<file path="config.mk">
export PLATFORM = sky130hd
export DESIGN_NAME = decode_dga_pfifo_ctl_flat
export DESIGN_NICKNAME = d
export VERILOG_FILES = /design/src/rtl/decode_dga_pfifo_ctl_if.sv /design/src/rtl/decode_dga_pfifo_ctl.sv /design/src/flat_wrapper.sv
export SDC_FILE = /design/constraint.sdc
export NUM_CORES = 1
export LEC_CHECK = 0
export ABC_AREA = 1
export CORE_MARGIN = 1
export CORE_UTILIZATION = 45
export CTS_BUF_LIST = sky130_fd_sc_hd__clkbuf_4 sky130_fd_sc_hd__clkbuf_8 sky130_fd_sc_hd__clkbuf_16
export CTS_CLUSTER_DIAMETER = 120
export DETAILED_ROUTE_END_ITERATION = 16
export PLACE_DENSITY = 0.7
export SYNTH_ARGS = -nofsm -noshare
export SYNTH_HDL_FRONTEND = slang
export SYNTH_SLANG_ARGS = --single-unit
</file>
<file path="constraint.sdc">
create_clock -name i_clk -period 2.2 [get_ports i_clk]
set_input_delay 0.33 -clock i_clk [delete_from_list [all_inputs] [get_ports i_clk]]
set_output_delay 0.33 -clock i_clk [all_outputs]
set_load 0.1 [all_outputs]
</file>
<file path="src/rtl/decode_dga_pfifo_ctl_if.sv">
// Handshake/status bundle between the DGA panel FIFO controller and its surroundings.
// Optional AFULN signal present only when DECODE_PFIFO_AFULL_EN is defined.
interface decode_dga_pfifo_ctl_if #(
   parameter int AW = 4
);
   logic          i_flushn;
   logic          i_ldpancn;
   logic          i_rmmn;
   logic          o_we;
   logic [AW-1:0] o_waddr;
   logic [AW-1:0] o_raddr;
   logic          o_adle;
   logic          o_dvaln;
   logic          o_empn;
   logic          o_fuln;
   logic [AW:0]   o_cnt;
   logic          o_ovfn;
`ifdef DECODE_PFIFO_AFULL_EN
   logic          o_afuln;
`endif

   modport master (
      output i_flushn, i_ldpancn, i_rmmn,
      input  o_we, o_waddr, o_raddr, o_adle, o_dvaln, o_empn, o_fuln, o_cnt, o_ovfn
`ifdef DECODE_PFIFO_AFULL_EN
      , input o_afuln
`endif
   );

   modport slave (
      input  i_flushn, i_ldpancn, i_rmmn,
      output o_we, o_waddr, o_raddr, o_adle, o_dvaln, o_empn, o_fuln, o_cnt, o_ovfn
`ifdef DECODE_PFIFO_AFULL_EN
      , output o_afuln
`endif
   );
endinterface

</file>
<file path="src/rtl/decode_dga_pfifo_ctl.sv">
// DGA panel FIFO sequencer: pointers, occupancy, flags and panel read handshake.
// Optional almost-full flag enabled by defining DECODE_PFIFO_AFULL_EN.
module decode_dga_pfifo_ctl #(
   parameter int DEPTH       = 13,
   parameter int AW          = 4,
   parameter int AFULL_LEVEL = 11
) (
   input logic                   i_clk,
   input logic                   i_clearn,
   decode_dga_pfifo_ctl_if.slave bus
);
   localparam logic [AW:0]   C_DEPTH = (AW+1)'(DEPTH);
   localparam logic [AW-1:0] C_LAST  = AW'(DEPTH-1);
`ifdef DECODE_PFIFO_AFULL_EN
   localparam logic [AW:0]   C_AFULL = (AW+1)'(AFULL_LEVEL);
`endif

   typedef enum logic [1:0] {
      R_IDLE = 2'd0,
      R_WAIT = 2'd1,
      R_POP  = 2'd2,
      R_HOLD = 2'd3
   } rd_state_t;

   rd_state_t     r_state, w_state_nxt;
   logic [AW-1:0] r_waddr, r_raddr, w_waddr_nxt, w_raddr_nxt;
   logic [AW:0]   r_cnt, w_cnt_nxt;
   logic          r_empn, r_fuln, r_ovfn, r_adle, r_dvaln;
   logic          r_sync1, r_sync2, r_sync3, r_req, r_ld_prev;
   logic          w_ld_fall, w_full, w_we, w_pop, w_ovf_set;
`ifdef DECODE_PFIFO_AFULL_EN
   logic          r_afuln;
`endif

   // Write detection, occupancy and pointer next-state
   always_comb begin
      w_ld_fall   = r_ld_prev & ~bus.i_ldpancn;
      w_full      = (r_cnt == C_DEPTH);
      w_we        = w_ld_fall & ~w_full & bus.i_flushn;
      w_ovf_set   = w_ld_fall & w_full & bus.i_flushn;
      w_pop       = (r_state == R_POP);
      w_cnt_nxt   = r_cnt;
      w_waddr_nxt = r_waddr;
      w_raddr_nxt = r_raddr;
      case ({w_we, w_pop})
         2'b10:   w_cnt_nxt = r_cnt + (AW+1)'(1'b1);
         2'b01:   w_cnt_nxt = r_cnt - (AW+1)'(1'b1);
         default: w_cnt_nxt = r_cnt;
      endcase
      if (w_we) begin
         w_waddr_nxt = (r_waddr == C_LAST) ? {AW{1'b0}} : r_waddr + AW'(1'b1);
      end else begin
         w_waddr_nxt = r_waddr;
      end
      if (w_pop) begin
         w_raddr_nxt = (r_raddr == C_LAST) ? {AW{1'b0}} : r_raddr + AW'(1'b1);
      end else begin
         w_raddr_nxt = r_raddr;
      end
   end

   // Panel read FSM next-state; r_sync2 is the synchronized RMMN level
   always_comb begin
      w_state_nxt = r_state;
      case (r_state)
         R_IDLE: begin
            if (r_req) begin
               w_state_nxt = (r_cnt != {(AW+1){1'b0}}) ? R_POP : R_WAIT;
            end else begin
               w_state_nxt = R_IDLE;
            end
         end
         R_WAIT: begin
            if (r_cnt != {(AW+1){1'b0}}) begin
               w_state_nxt = R_POP;
            end else if (r_sync2) begin
               w_state_nxt = R_IDLE;
            end else begin
               w_state_nxt = R_WAIT;
            end
         end
         R_POP:  w_state_nxt = R_HOLD;
         R_HOLD: begin
            if (r_sync2) begin
               w_state_nxt = R_IDLE;
            end else begin
               w_state_nxt = R_HOLD;
            end
         end
         default: w_state_nxt = R_IDLE;
      endcase
   end

   // Input sampling: flush leaves the pin synchronizer running so a held RMMN
   // cannot look like a fresh request afterwards
   always_ff @(posedge i_clk or negedge i_clearn) begin
      if (!i_clearn) begin
         r_sync1   <= 1'b1;
         r_sync2   <= 1'b1;
         r_sync3   <= 1'b1;
         r_req     <= 1'b0;
         r_ld_prev <= 1'b1;
      end else begin
         r_sync1   <= bus.i_rmmn;
         r_sync2   <= r_sync1;
         r_sync3   <= r_sync2;
         r_req     <= bus.i_flushn ? (r_sync3 & ~r_sync2) : 1'b0;
         r_ld_prev <= bus.i_ldpancn;
      end
   end

   // Sequencing state, pointers and registered flags
   always_ff @(posedge i_clk or negedge i_clearn) begin
      if (!i_clearn) begin
         r_state <= R_IDLE;
         r_waddr <= {AW{1'b0}};
         r_raddr <= {AW{1'b0}};
         r_cnt   <= {(AW+1){1'b0}};
         r_empn  <= 1'b0;
         r_fuln  <= 1'b1;
         r_ovfn  <= 1'b1;
         r_adle  <= 1'b0;
         r_dvaln <= 1'b1;
      end else if (!bus.i_flushn) begin
         r_state <= R_IDLE;
         r_waddr <= {AW{1'b0}};
         r_raddr <= {AW{1'b0}};
         r_cnt   <= {(AW+1){1'b0}};
         r_empn  <= 1'b0;
         r_fuln  <= 1'b1;
         r_ovfn  <= 1'b1;
         r_adle  <= 1'b0;
         r_dvaln <= 1'b1;
      end else begin
         r_state <= w_state_nxt;
         r_waddr <= w_waddr_nxt;
         r_raddr <= w_raddr_nxt;
         r_cnt   <= w_cnt_nxt;
         r_empn  <= (w_cnt_nxt != {(AW+1){1'b0}});
         r_fuln  <= (w_cnt_nxt != C_DEPTH);
         r_ovfn  <= r_ovfn & ~w_ovf_set;
         r_adle  <= (w_state_nxt == R_POP);
         r_dvaln <= (w_state_nxt != R_HOLD);
      end
   end

`ifdef DECODE_PFIFO_AFULL_EN
   // Almost-full flag tracks next-state occupancy like the other flags
   always_ff @(posedge i_clk or negedge i_clearn) begin
      if (!i_clearn) begin
         r_afuln <= 1'b1;
      end else if (!bus.i_flushn) begin
         r_afuln <= 1'b1;
      end else begin
         r_afuln <= (w_cnt_nxt < C_AFULL);
      end
   end
   assign bus.o_afuln = r_afuln;
`endif

   assign bus.o_we    = w_we;
   assign bus.o_waddr = r_waddr;
   assign bus.o_raddr = r_raddr;
   assign bus.o_cnt   = r_cnt;
   assign bus.o_empn  = r_empn;
   assign bus.o_fuln  = r_fuln;
   assign bus.o_ovfn  = r_ovfn;
   assign bus.o_adle  = r_adle;
   assign bus.o_dvaln = r_dvaln;
endmodule

</file>
<file path="src/flat_wrapper.sv">
// flat-port wrapper written by rule: the top's interface ports become plain ports
module decode_dga_pfifo_ctl_flat 
#(
   parameter int DEPTH       = 13,
   parameter int AW          = 4,
   parameter int AFULL_LEVEL = 11
)
  (i_clk, i_clearn, bus_i_flushn, bus_i_ldpancn, bus_i_rmmn, bus_o_we, bus_o_waddr, bus_o_raddr, bus_o_adle, bus_o_dvaln, bus_o_empn, bus_o_fuln, bus_o_cnt, bus_o_ovfn);
  decode_dga_pfifo_ctl_if #(.AW(AW)) bus_i ();
  input logic i_clk;
  input logic i_clearn;
  input wire logic [$bits(bus_i.i_flushn)-1:0] bus_i_flushn;
  input wire logic [$bits(bus_i.i_ldpancn)-1:0] bus_i_ldpancn;
  input wire logic [$bits(bus_i.i_rmmn)-1:0] bus_i_rmmn;
  output wire logic [$bits(bus_i.o_we)-1:0] bus_o_we;
  output wire logic [$bits(bus_i.o_waddr)-1:0] bus_o_waddr;
  output wire logic [$bits(bus_i.o_raddr)-1:0] bus_o_raddr;
  output wire logic [$bits(bus_i.o_adle)-1:0] bus_o_adle;
  output wire logic [$bits(bus_i.o_dvaln)-1:0] bus_o_dvaln;
  output wire logic [$bits(bus_i.o_empn)-1:0] bus_o_empn;
  output wire logic [$bits(bus_i.o_fuln)-1:0] bus_o_fuln;
  output wire logic [$bits(bus_i.o_cnt)-1:0] bus_o_cnt;
  output wire logic [$bits(bus_i.o_ovfn)-1:0] bus_o_ovfn;
  assign bus_i.i_flushn = bus_i_flushn;
  assign bus_i.i_ldpancn = bus_i_ldpancn;
  assign bus_i.i_rmmn = bus_i_rmmn;
  assign bus_o_we = bus_i.o_we;
  assign bus_o_waddr = bus_i.o_waddr;
  assign bus_o_raddr = bus_i.o_raddr;
  assign bus_o_adle = bus_i.o_adle;
  assign bus_o_dvaln = bus_i.o_dvaln;
  assign bus_o_empn = bus_i.o_empn;
  assign bus_o_fuln = bus_i.o_fuln;
  assign bus_o_cnt = bus_i.o_cnt;
  assign bus_o_ovfn = bus_i.o_ovfn;
  decode_dga_pfifo_ctl #(.DEPTH(DEPTH), .AW(AW), .AFULL_LEVEL(AFULL_LEVEL)) u_core (.i_clk(i_clk), .i_clearn(i_clearn), .bus(bus_i));
endmodule
</file>
==> results of run 1 <==
power by group through the flow:
stage | Combinational (mW) | Clock, mW | Sequential (mW)
6_report | 1.49 | 0.208 | 0.689
5_1_grt | 1.64 | 0.235 | 0.704
4_1_cts | 1.46 | 0.216 | 0.681
3_5_place_dp | 1.46 | 0 | 0.690
3_3_place_gp | 1.43 | 0 | 0.687
2_1_floorplan | 0.576 | 0 | 1.20
repair_timing:
item	4_1_cts	5_1_grt
gates resized for setup	0	5
hold buffers	0	0
hold endpoints to repair	0	0
setup endpoints to repair	0	4
buffers inserted	0	2
final cells by class:
type,instances,share of cell area [%]
clock buffer,4,1.75
inverter,25,5.46
multi-input combinational,115,35.8
sequential,25,37.7
tap,31,2.26
timing repair buffer,36,17.0
kinds of logic after synthesis:
family / after synthesis / share of synthesized area, %
AND/OR/NAND/NOR: 86 / 29.3
XOR/XNOR: 4 / 2.61
AO/OA/AOI/OAI: 19 / 7.75
buffers and inverters: 26 / 7.38
flip-flops: 25 / 47.3
adder cells (fa/ha/maj): 6 / 5.60
registers in the layout, indices dropped and copies added, names as in the netlist:
signal              flops
u_core.bus.o_dvaln      1
u_core.r_sync3          1
u_core.bus.o_fuln       1
u_core.r_sync2          1
u_core.bus.o_raddr      4
u_core.bus.o_cnt        5
u_core.bus.o_waddr      4
u_core.bus.o_adle       1
u_core.bus.o_ovfn       1
u_core.r_sync1          1
u_core.r_state          2
u_core.bus.o_empn       1
u_core.r_req            1
u_core.r_ld_prev        1
cell usage in the layout (no fill, tap or decap), types with 2 or more instances in the layout:
cell              n
dfrtp_1          13
nor2_2            4
xor2_1            4
a21oi_1           3
nand2_1          38
dfstp_2           7
nand3_1          25
ha_1              6
clkdlybuf4s50_1   4
nand2_2           3
clkbuf_4          4
o21ai_0          11
inv_1            24
nor2_1           11
dfrtp_4           3
dfrtp_2           2
buf_4            31
nor3_1            2
critical path, delay by kind of cell (launching register included):
family	cells	cell delay (ps)
DFF	1	530
buffers and inverters	1	70
and+or+nand+nor	11	880
adders and majority gates	1	200
AOI/OAI and AO/OA	2	290
layer usage:
layer	GRT usage [%]	vias up	wire (um)
met4	6.27	0	25
met1	24.4	559	1250
met5	0	-	0
li1	-	605	-
met3	2.30	4	68
met2	33.3	19	1340
through the flow:
| step | instances | util, % | total power, mW | instance area [um^2] | setup WS (ps) |
|---|---|---|---|---|---|
| after floorplan | 166 | - | 1.77 | 1350 | 68.3 |
| after global placement | 230 | 59.9 | 2.12 | 1670 | -120 |
| after detailed placement | 230 | 59.9 | 2.15 | 1670 | -150 |
| after CTS | 234 | 61.0 | 2.36 | 1700 | 74.2 |
| after global routing | 236 | 61.8 | 2.57 | 1720 | -23.1 |
| final | 236 | 61.8 | 2.39 | 1720 | 163 |
worst paths after layout:
check,depth (start not counted),to,from
setup reg to reg,15,u_core.bus.o_fuln$_DFF_PN1_,u_core.bus.o_cnt[2]$_DFF_PN0_
setup / recovery,15,u_core.bus.o_fuln$_DFF_PN1_,u_core.bus.o_cnt[2]$_DFF_PN0_
min in group i_clk,0,u_core.r_sync2$_DFF_PN1_,u_core.r_sync1$_DFF_PN1_
hold reg to reg,0,u_core.r_sync2$_DFF_PN1_,u_core.r_sync1$_DFF_PN1_
max in group asynchronous,2,u_core.r_sync3$_DFF_PN1_,i_clearn
hold / removal,2,u_core.bus.o_cnt[4]$_DFF_PN0_,i_clearn
==> key figures, run 1 <==
Outcome
  • Run status: finished, final reports clean

Global routing
  • Antenna violations before repair: 0
  • First-pass GRT wire length: between 4 and 5 mm
  • Largest net degree at the start of global routing: 26
  • Vias in the first global route: around 1200
  • Total GRT Usage: around a fifth
  • Gr ovfl total: 0

Place
  • PortBufs: 23
  • Dpl hpwl: about 2 mm
  • Routability cong.: approximately 0.9

Timing
  • Setup TNS: 0 ps
  • Fmax: 491 MHz
  • Normalized max-slew margin: 74.7%
  • Post-route minimum period: 2040 ps
  • Min Hold Slack: 355 ps
  • Final Hold Violating Endpoints: 0
  • Final setup violating endpoints: 0
  • Least-Margin Pin Slew: 379 ps
  • Fin crit share: 92.6%
  • Max Slew Vio Count: 0
  • Clk_skew: 3.54 ps

Synth
  • Synth top cells by count: nand2_1, inv_1, nand3_1
  • Syn_nets: ~180
  • Syn Area/Cell: 8.07 um^2
  • Async SR Flop Fraction: 100%
  • Synth area leaders: dfrtp_1, dfstp_2, nand2_1, nand3_1, inv_1
  • Ys Warns: 0
  • Post-synth top area cell: dfrtp_1
  • Most frequent cell after synthesis: nand2_1
  • Post-Syn Area: 1340 um^2
  • Number of synthesized flops with an enable pin: 0
  • Register area share after synthesis: 47.3%
  • Most used DFF post-synth: dfrtp_1
  • Yosys cell types: 20
  • Yosys top cell area share: 33.6%
  • Synth Register Bits: 25
  • Gate count of the mapped netlist: between 150 and 200

Clock tree
  • Clk buf depth: 2
  • Reg clk slew, reported paths: 130 ps
  • Root Driver: clkbuf_4
  • CTS tree: built
  • H-Tree Depth: 1
  • Clk sinks: 25
  • CTS Buf Count: 3
  • Worst skew pair latency: 310 ps

Drt
  • DRC Markers: 0
  • TritonRoute pass-1 iters: 4
  • Initial DRC count: 49
  • DRT Wirelength: 2.68 mm
  • DR vias: 1187
  • ANT nets after route: 0
  • Via-per-instance ratio: 5.03
  • Wire per inst: 11.4 um

Floorplan
  • Std cell rows: 19
  • Ports: 24
  • Starting density of the core: roughly half
  • CORE AREA: between 2000 and 3000 um^2
  • DIE AREA: 3200 um^2
  • Chip Height: 56.6 um
  • Die width: between 50 and 60 um

Power and ir drop
  • Comb power frac: between 60 and 70%
  • P per Cell Area: 1390 nW/um^2
  • Net switching power: 1.29 mW
  • Clock Power Share: 8.7%
  • IR drop worst, VDD: 1110 uV
  • P_int: ~1.1 mW
  • Seq pwr share: 28.9%
  • Switching Fraction: 54.2%
  • Static leakage: 0.888 nW

Final layout
  • Net count, final: 217
  • Area used by multi-input combinational logic: slightly above 600 um^2
  • Share of layout cells above drive strength 1: 29.8%
  • Register area: around 650 um^2
  • Fillers: 236
  • Area grow syn2layout: 28.3%
  • Number of diodes: 0

Setup path
  • Worst Setup End Kind: flip-flop
  • Crit path arrival time: 2290 ps
  • Crit path top cell by count: nand2_1
  • Slowest stage delay, CP: 530 ps
  • Cell Chain, Critical Path: nand2_1, nor2_2, nand2_2, nand3_4, nand3_1, nand2_1, ha_1, a21oi_2, inv_1, nand2_1, nand2_1, o21ai_2, nand3_1, nor2_1, nand2_1
  • Crit Path Category: reg -> reg
  • CP Max Fanout: 7
  • Critical Path Start Type: flip-flop
  • R2r setup slk: approximately 160 ps
  • CP required: 2450 ps
  • Highest-delay cell along the critical path: dfrtp_4

Hold path
  • Hold Crit Class: in -> async

Run
  • Max_cap viols: 0
Power figures use the tool's default switching activity.
==> run 2: changes to the inputs <==
- PLACE_DENSITY: 0.7 -> 0.82
==> run 2 against run 1 <==
Total power decreased by 1.4%. Highest routed layer unchanged. Clock skew down 0.89 ps. Die area did not move. Sequential share of layout area grew 0.17 points. Final cell count shrank 0.85%. Critical path depth shrank 3. Fmax increased by 0.67%. Worst setup slack improved by 14 ps. Largest power group unchanged.
==> key figures, run 2 (synthesized netlist as in run 1, its figures left out) <==
Setup path
  • Crit Path Category: reg -> reg (unchanged)
  • Cell Chain, Critical Path: inv_1, nor2_1, nand2_2, nand3_4, nand3_1, nand2_1, ha_1, o21ai_0, buf_4, nand3_1, nor2_1, nand2_1 (was nand2_1, nor2_2, nand2_2, nand3_4, nand3_1, nand2_1, ha_1, a21oi_2, inv_1, nand2_1, nand2_1, o21ai_2, nand3_1, nor2_1, nand2_1)
  • Critical Path Start Type: flip-flop (unchanged)
  • Slowest stage delay, CP: 510 ps (was 530 ps)
  • Worst Setup End Kind: flip-flop (unchanged)
  • Highest-delay cell along the critical path: dfrtp_4 (unchanged)
  • Crit path arrival time: 2280 ps (was 2290 ps)
  • CP required: 2460 ps (was 2450 ps)
  • CP Max Fanout: 5 (was 7)
  • Critical path buffer and inverter count: 2 (was 1)
  • CP top delay family: simple AND/OR/NAND/NOR gates (unchanged)

Drt
  • ANT nets after route: 0 (unchanged)
  • Wire per inst: 11.6 um (was 11.4 um)
  • DRT Wirelength: 2.71 mm (was 2.68 mm)
  • DR vias: 1174 (was 1187)
  • DRC Markers: 0 (unchanged)
  • Initial DRC count: 27 (was 49)
  • TritonRoute pass-1 iters: 4 (unchanged)
  • Via-per-instance ratio: 5.02 (was 5.03)

Final layout
  • Fillers: 236 (unchanged)
  • Final core utilization: 61.5% (was 61.8%)
  • Largest register FFs: 5 (unchanged)
  • Commonest cells after routing, fill and taps aside: nand2_1, buf_4, inv_1, nand3_1, dfrtp_1 (was nand2_1, buf_4, nand3_1)
  • Final cell count without fillers: 234 (was 236)
  • Net count, final: 215 (was 217)
  • Area used by multi-input combinational logic: 623 um^2 (was 616 um^2)
  • Final Instance Area: 1710 um^2 (was 1720 um^2)
  • Register area: 648 um^2 (unchanged)
  • Area grow syn2layout: 27.7% (was 28.3%)
  • Most common cell after layout, fill and taps aside: nand2_1 (unchanged)
  • Share of layout cells above drive strength 1: 28.1% (was 29.8%)
  • Number of diodes: 0 (unchanged)

Timing
  • RSZ-0062 raised after global routing: no
  • Fmax: 494 MHz (was 491 MHz)
  • Normalized max-slew margin: 72.4% (was 74.7%)
  • Final Hold Violating Endpoints: 0 (unchanged)
  • Final setup violating endpoints: 0 (unchanged)
  • Setup TNS: 0 ps (unchanged)
  • Fin crit share: 92.0% (was 92.6%)
  • Max Slew Vio Count: 0 (unchanged)
  • Final Worst Setup Slack: 177 ps (was 163 ps)
  • Post-route minimum period: 2020 ps (was 2040 ps)
  • Clk_skew: 2.65 ps (was 3.54 ps)
  • Least-Margin Pin Slew: 412 ps (was 379 ps)

Hold path
  • Hold Crit Class: in -> async (unchanged)

Clock tree
  • H-Tree Depth: 1 (unchanged)
  • Clk buf depth: 2 (unchanged)
  • Worst skew pair latency: 310 ps (about the same)
  • Root Driver: clkbuf_4 (unchanged)
  • Reg clk slew, reported paths: 130 ps (about the same)
  • CTS Buf Count: 3 (unchanged)
  • Clk sinks: 25 (unchanged)
  • CTS tree: built (unchanged)

Floorplan
  • Die width: 56.6 um (unchanged)
  • Ports: 24 (unchanged)
  • Starting density of the core: 48.2% (unchanged)
  • DIE AREA: 3200 um^2 (unchanged)
  • Chip Height: 56.6 um (unchanged)
  • Std cell rows: 19 (unchanged)
  • CORE AREA: 2780 um^2 (unchanged)

Run
  • Max_cap viols: 0 (unchanged)

Place
  • Dpl hpwl: 2.12 mm (was 2.04 mm)
  • Dpl cells: 227 (was 230)
  • Dpl cell area: 1640 um^2 (was 1670 um^2)
  • Routability cong.: 0.898 (was 0.889)
  • Pre-CTS setup slack: -129 ps (was -150 ps)
  • PortBufs: 23 (unchanged)

Power and ir drop
  • Static leakage: 0.875 nW (was 0.888 nW)
  • Seq pwr share: 28.6% (was 28.9%)
  • Clock Power Share: 8.6% (was 8.7%)
  • P per Cell Area: 1370 nW/um^2 (was 1390 nW/um^2)
  • Switching Fraction: 54.7% (was 54.2%)
  • P_int: 1.07 mW (was 1.09 mW)
  • Net switching power: 1.29 mW (about the same)
  • IR drop worst, VDD: 894 uV (was 1110 uV)
  • Comb power frac: 62.8% (was 62.4%)

Global routing
  • Largest net degree at the start of global routing: 17 (was 26)
  • First-pass GRT wire length: 4.82 mm (unchanged)
  • Total GRT Usage: 18.8% (was 19.1%)
  • Vias in the first global route: 1158 (was 1168)
  • Gr ovfl total: 0 (unchanged)
  • Antenna violations before repair: 0 (unchanged)

Outcome
  • Run status: finished, final reports clean (unchanged)
[run 2: routing by layer]
layer	up-vias	wire length, um	GRT usage [%]
li1	605	-	-
met1	535	1240	24.1
met2	30	1340	33.6
met3	4	96	2.07
met4	0	28	4.88
met5	-	0	0
[run 2: area by class of cell]
type	count	area share, %
sequential	25	37.9
clock buffer	3	1.32
multi-input combinational	115	36.4
timing repair buffer	34	16.2
clock inverter	1	0.439
inverter	25	5.48
tap	31	2.27
[run 2: worst reg2reg max path, stage by stage (launching register included)]
cell	delay, ps
dfrtp_4	510
inv_1	80
nor2_1	50
nand2_2	120
nand3_4	120
nand3_1	100
nand2_1	70
ha_1	270
o21ai_0	240
buf_4	160
nand3_1	80
nor2_1	120
nand2_1	60
[run 2: per-stage QoR]
stage / hold slack, ps / power [mW]
after floorplan: 34.4 / 1.77
after global placement: 345 / 2.08
after detailed placement: 349 / 2.11
after CTS: 300 / 2.32
after global routing: 305 / 2.52
final: 299 / 2.35
[run 2: timing repair]
action,in CTS,in global routing
gates resized for setup,0,4
setup buffers,0,3
endpoints found under the setup margin,0,3
hold buffers,0,0
endpoints found under the hold margin,0,0
[run 2: worst paths after layout]
path	startpoint	endpoint	slack, ps	cells after the start
worst min register to register	u_core.r_sync1$_DFF_PN1_	u_core.r_sync2$_DFF_PN1_	370	0
worst min-delay path	i_clearn	u_core.bus.o_raddr[2]$_DFFE_PN0P_	300	1
min in group i_clk	u_core.r_sync1$_DFF_PN1_	u_core.r_sync2$_DFF_PN1_	370	0
worst max register to register	u_core.bus.o_cnt[0]$_DFF_PN0_	u_core.bus.o_fuln$_DFF_PN1_	180	12
worst max-delay path	u_core.bus.o_cnt[0]$_DFF_PN0_	u_core.bus.o_fuln$_DFF_PN1_	180	12
max in group asynchronous	i_clearn	u_core.r_ld_prev$_DFF_PN1_	1280	2
[run 2: power by group through the flow]
stage / registers, mW / clock network, mW / logic, mW
3_5_place_dp: 0.690 / 0 / 1.42
3_3_place_gp: 0.684 / 0 / 1.39
2_1_floorplan: 1.20 / 0 / 0.576
6_report: 0.672 / 0.202 / 1.48
5_1_grt: 0.687 / 0.227 / 1.60
4_1_cts: 0.683 / 0.209 / 1.42
